### config.mk
export PLATFORM = sky130hd
export DESIGN_NAME = pixel_scanout
export DESIGN_NICKNAME = d
export VERILOG_FILES = /design/src/rtl/pixel_scanout.sv
export SDC_FILE = /design/constraint.sdc
export NUM_CORES = 1
export LEC_CHECK = 0
export CAP_MARGIN = 25
export CORE_MARGIN = 5
export CORE_UTILIZATION = 49
export CTS_BUF_LIST = sky130_fd_sc_hd__clkbuf_4 sky130_fd_sc_hd__clkbuf_8 sky130_fd_sc_hd__clkbuf_16
export CTS_CLUSTER_DIAMETER = 40
export CTS_CLUSTER_SIZE = 24
export DETAILED_ROUTE_END_ITERATION = 16
export PLACE_DENSITY_LB_ADDON = 0.08
export SYNTH_ARGS = -nofsm -noshare
export SYNTH_HDL_FRONTEND = slang
export SYNTH_SLANG_ARGS = --single-unit
### constraint.sdc
create_clock -name clk -period 2.4 [get_ports clk]
set_clock_uncertainty 0.15 [all_clocks]
set_input_delay 0.48 -clock clk [delete_from_list [all_inputs] [get_ports clk]]
set_output_delay 0.48 -clock clk [all_outputs]
set_load 0.02 [all_outputs]
### src/rtl/pixel_scanout.sv
// Raster timing generator and pixel scan-out: HOLD/ARM/RUN sequencer driving
// h/v counters, source read requests, and delay-aligned sync/de/rgb outputs.
module pixel_scanout #(
  parameter int H_ACTIVE = 640,
  parameter int H_FP     = 16,
  parameter int H_SYNC   = 96,
  parameter int H_BP     = 48,
  parameter int V_ACTIVE = 480,
  parameter int V_FP     = 10,
  parameter int V_SYNC   = 2,
  parameter int V_BP     = 33,
  parameter int PIX_LAT  = 1,
  parameter int SYNC_POL = 0
) (
  input  logic        clk,
  input  logic        i_rst_n,
  input  logic        i_src_rst,
  input  logic [23:0] i_pixel,
  output logic        o_rd,
  output logic        o_newline,
  output logic        o_newframe,
  output logic        o_hsync,
  output logic        o_vsync,
  output logic        o_de,
  output logic [23:0] o_rgb,
  output logic [7:0]  o_frame_cnt
);

  localparam int H_TOTAL = H_ACTIVE + H_FP + H_SYNC + H_BP;
  localparam int V_TOTAL = V_ACTIVE + V_FP + V_SYNC + V_BP;
  // One spare count of headroom so sync-end constants equal to the total still fit.
  localparam int HW = $clog2(H_TOTAL + 1);
  localparam int VW = $clog2(V_TOTAL + 1);

  localparam logic [HW-1:0] H_LAST  = HW'(H_TOTAL - 1);
  localparam logic [HW-1:0] H_ACT   = HW'(H_ACTIVE);
  localparam logic [HW-1:0] H_SS    = HW'(H_ACTIVE + H_FP);
  localparam logic [HW-1:0] H_SE    = HW'(H_ACTIVE + H_FP + H_SYNC);
  localparam logic [VW-1:0] V_LAST  = VW'(V_TOTAL - 1);
  localparam logic [VW-1:0] V_ACT   = VW'(V_ACTIVE);
  localparam logic [VW-1:0] V_SS    = VW'(V_ACTIVE + V_FP);
  localparam logic [VW-1:0] V_SE    = VW'(V_ACTIVE + V_FP + V_SYNC);

  typedef enum logic [1:0] {S_HOLD, S_ARM, S_RUN} state_t;

  state_t          r_state;
  state_t          w_state_next;
  logic            w_run;
  logic            w_cnt_en;
  logic [HW-1:0]   r_h_cnt;
  logic [VW-1:0]   r_v_cnt;
  logic [7:0]      r_frame_cnt;
  logic            w_h_last;
  logic            w_v_last;
  logic            w_de_raw;
  logic            w_hs_raw;
  logic            w_vs_raw;
  logic [2:0]      r_pipe [PIX_LAT];
  logic            r_de;
  logic            r_hs;
  logic            r_vs;
  logic [23:0]     r_rgb;
  logic            w_tap_de;

  always_ff @(posedge clk or negedge i_rst_n) begin
    if (!i_rst_n) r_state <= S_HOLD;
    else          r_state <= w_state_next;
  end

  always_comb begin
    w_state_next = r_state;
    unique case (r_state)
      S_HOLD:  if (!i_src_rst) w_state_next = S_ARM;
      S_ARM:   w_state_next = S_RUN;
      S_RUN:   if (i_src_rst) w_state_next = S_HOLD;
      default: w_state_next = S_HOLD;
    endcase
  end

  always_comb begin
    w_run    = (r_state == S_RUN);
    w_cnt_en = (r_state == S_RUN) && !i_src_rst;
  end

  assign w_h_last = (r_h_cnt == H_LAST);
  assign w_v_last = (r_v_cnt == V_LAST);

  // Counters only advance in an uninterrupted RUN; any other clock parks them at 0.
  always_ff @(posedge clk or negedge i_rst_n) begin
    if (!i_rst_n) begin
      r_h_cnt     <= '0;
      r_v_cnt     <= '0;
      r_frame_cnt <= '0;
    end else if (w_cnt_en) begin
      if (w_h_last) begin
        r_h_cnt <= '0;
        r_v_cnt <= w_v_last ? '0 : r_v_cnt + 1'b1;
        if (w_v_last) r_frame_cnt <= r_frame_cnt + 8'd1;
      end else begin
        r_h_cnt <= r_h_cnt + 1'b1;
      end
    end else begin
      r_h_cnt <= '0;
      r_v_cnt <= '0;
    end
  end

  assign w_de_raw   = w_run && (r_h_cnt < H_ACT) && (r_v_cnt < V_ACT);
  assign w_hs_raw   = w_run && (r_h_cnt >= H_SS) && (r_h_cnt < H_SE);
  assign w_vs_raw   = w_run && (r_v_cnt >= V_SS) && (r_v_cnt < V_SE);
  assign o_rd       = w_de_raw;
  assign o_newframe = w_run && (r_h_cnt == '0) && (r_v_cnt == '0);
  assign o_newline  = w_run && (r_h_cnt == '0) && (r_v_cnt != '0);

  // Timing bits travel active-high; polarity is applied only at the pins.
  always_ff @(posedge clk or negedge i_rst_n) begin
    if (!i_rst_n) begin
      for (int i = 0; i < PIX_LAT; i++) r_pipe[i] <= '0;
    end else begin
      r_pipe[0] <= {w_de_raw, w_hs_raw, w_vs_raw};
      for (int i = 1; i < PIX_LAT; i++) r_pipe[i] <= r_pipe[i-1];
    end
  end

  assign w_tap_de = r_pipe[PIX_LAT-1][2];

  always_ff @(posedge clk or negedge i_rst_n) begin
    if (!i_rst_n) begin
      r_de  <= 1'b0;
      r_hs  <= 1'b0;
      r_vs  <= 1'b0;
      r_rgb <= '0;
    end else begin
      r_de  <= w_tap_de;
      r_hs  <= r_pipe[PIX_LAT-1][1];
      r_vs  <= r_pipe[PIX_LAT-1][0];
      r_rgb <= w_tap_de ? i_pixel : 24'd0;
    end
  end

  assign o_de        = r_de;
  assign o_rgb       = r_rgb;
  assign o_hsync     = (SYNC_POL != 0) ? r_hs : ~r_hs;
  assign o_vsync     = (SYNC_POL != 0) ? r_vs : ~r_vs;
  assign o_frame_cnt = r_frame_cnt;

endmodule

==> flow_summary.yaml <==
sta:
  setup_tns_ps: 0
  finalHoldViolCount: 1
  fin_crit_sh: 0.9405
  fmax_mhz: 443.0
  worstMarginPinSlew_ps: 554.2
  max_slew_margin: 0.6306
  slew_violations: 0
  finalWorstSetupSlack_ps: 142.9
  holdWs_ps: -1.097
  setup_violations: 0
  min_period_ps: 2257
  rsz0062_at_grt: "no"
placement:
  globalplace.congestion: 0.7966
  dp_slack_ps: 30.51
  port_buffers: 64
  place_area_um2: 3379
  dp_hpwl_um: 4013
yosys:
  synthMuxAreaShare: 0.009671
  synth_top_area_share: 0.5803
  synth_xor_area_frac: 0.05416
  synthAdderAreaFrac: 0.02418
  synth-simple-area-share: 0.2490
  syn_area_um2: 2587
  yosysUniqueCellTypes: 38
  ys_warn_count: 0
  async_flop_share: 1.000
  synth_most_common_cell: "dfrtp_1"
  synthTopCellsByArea: "dfrtp_1 58%, and2_1 6.0%, xor2_1 3.0%, nand3_1 2.5%, nor3_1 2.5%"
  synth_top_family_by_area: "simple AND/OR/NAND/NOR gates"
  synth_fp_nets: 264
  synth-edff-count: 0
  synth_common_cells: "60 x dfrtp_1, 25 x and2_1, 17 x nor2_1, 13 x nand3_1, 13 x nor3_1"
  yosys.area.top_type: "dfrtp_1"
  ys_seq_area_frac: 0.5803
  synth_seq_cells: 60
  synth_ff_type: "dfrtp_1"
  synth-compound-area-share: 0.04642
  syn_avg_cell_area_um2: 11.15
  synth_cells: 232
grt:
  antenna_found_initial: 0
  grt_max_degree: 61
  gr-total-overflow: 0
  first_global_vias: 2018
  grt_usage: 0.1896
  grt_first_pass_wirelength_um: 9535
power_and_ir_drop:
  total_power_w: 0.002800
  ir_worst_vdd_v: 0.0007447
  clock_power_share: 0.347
  pwr-share-seq: 0.435
  pwr_density_cell_nw_per_um2: 776.0
  internal_power_w: 0.002024
  switchingPower_w: 0.0007759
  swShare: 0.2771
  p_comb_frac: 0.219
  p_leak_nw: 1.609
clock_network:
  clock-root-buffer: "clkbuf_8"
  cts_made_buffers: 9
  cts_sinks: 60
  clock_latency_ps: 330
  cts.htree.levels: 3
  clkTransAtPathRegs_ps: 60
  cts.path.max_buffers: 2
  hold_buffers: 0
  cts_tree: "yes"
worst_setup_path:
  crit_path_start_kind: "register"
  crit_slowest_cell: "dfrtp_2"
  critPathKind: "register to primary output"
  cp.required_ps: 1770
  max_stage_delay_ps: 460
  arrival_ps: 1630
  end_kind: "primary output"
  crit_chain: "nor4_2 -> nand4_1 -> nor2_1 -> buf_2"
  crit_fanout: 7
finish:
  area_growth_pct: 39.46
  drive_gt1_frac: 0.1442
  fin_area_um2: 3608
  diodes: 0
  nNetsFinal: 346
job:
  max_cap_viol_count: 0
run_status:
  violations: "negative hold slack"
  status: "finished, violations left"
floorplan:
  fp-row-count: 26
  start_util: 0.5066
  die_w_um: 82.67
  core_um2: 5107
  ios: 65
  die_h_um: 82.67
  die_area_um2: 6834
drt:
  firstDrtPassIters: 4
  antenna_left: 0
  drc: 0
  vias_per_cell: 5.167
  dr.first_iter.drc_count: 92
  wire_per_inst_um: 14.73
  wl_um: 5729
  num_vias: 2010
hold_path:
  hold_class: "primary input to async pin"
-- registers in the layout, indices dropped and copies added, names as in the netlist --
signal	count
r_pipe	3
r_state	2
r_vs	1
r_v_cnt	10
o_rgb	24
r_h_cnt	10
r_hs	1
o_frame_cnt	8
o_de	1
-- worst max-delay path: cells and delay by family (launching register included) --
family | cells | cell delay, ps
buffers and inverters | 1 | 190
DFF | 1 | 460
and+or+nand+nor | 3 | 660
-- power by group through the flow --
stage                     clock network [W]  logic, W  registers (W)
final                              0.000971  0.000612        0.00122
after global routing                0.00105  0.000656        0.00124
after CTS                           0.00100  0.000628        0.00122
after detailed placement                  0  0.000632        0.00124
after global placement                    0  0.000618        0.00124
after floorplan                           0  0.000176        0.00133
-- placed cells by master (no fill, tap or decap), types with 2 or more instances in the layout --
cell	count
inv_1	12
buf_2	3
buf_4	14
nand3b_1	2
and4_1	3
a21oi_1	2
nand3_1	13
o21ai_0	4
clkdlybuf4s50_1	60
clkbuf_8	13
xor2_1	9
nor2_1	17
and3_1	4
nor3_1	12
o211ai_1	3
ha_1	5
and2_1	25
nor2b_1	2
xnor2_1	7
nand2b_2	2
dfrtp_1	59
nor4_1	2
nand4_1	8
a31oi_1	7
nand2_1	10
nor4_2	2
-- per-layer routing --
metal | global-route usage | vias to the layer above | wire [um]
li1 | - | 963 | -
met1 | 0.2221 | 973 | 2398
met2 | 0.3125 | 68 | 2819
met3 | 0.07701 | 6 | 439
met4 | 0.07026 | 0 | 72
met5 | 0 | - | 0
-- kinds of logic after synthesis --
kind of cell,Yosys count
and+or+nand+nor,110
DFF,60
buffers and inverters,20
AOI/OAI and AO/OA,19
xor gates and xnor gates,16
adders and majority gates,5
muxes,2
-- area by class of cell --
| cell class | count | area, um^2 |
|---|---|---|
| Fill cell | 391 | 1499 |
| Multi-Input combinational cell | 152 | 1006 |
| Sequential cell | 60 | 1503 |
| Tap cell | 70 | 87.58 |
| Clock buffer | 13 | 178.9 |
| Clock inverter | 3 | 42.54 |
| Inverter | 12 | 45.04 |
| Timing Repair Buffer | 79 | 745.7 |
-- through the flow --
step           instances  hold slack [ps]    util
2_1_floorplan        232            34.41       -
3_3_place_gp         372            185.2  0.6617
3_5_place_dp         372            188.5  0.6617
4_1_cts              388            1.841  0.7053
5_1_grt              389            9.070  0.7065
6_report             389           -1.097  0.7065
-- path summary, 6_finish.rpt --
kind / to / slack (ps) / depth (start not counted) / start
max in group asynchronous: r_h_cnt[7] / 1830 / 2 / i_rst_n
setup reg to reg: r_v_cnt[2] / 350 / 6 / r_h_cnt[0]
hold reg to reg: r_hs / 200 / 0 / r_pipe[1]
setup / recovery: o_newframe / 140 / 4 / r_h_cnt[7]
min in group clk: r_hs / 200 / 0 / r_pipe[1]
hold / removal: o_rgb[12] / -1 / 2 / i_rst_n
-- what timing repair did --
item	4_1_cts	5_1_grt
gates cloned	0	0
pin swaps	0	1
setup buffers	0	1
setup endpoints to repair	3	3
resized for setup	7	9
Power figures use the tool's default switching activity.
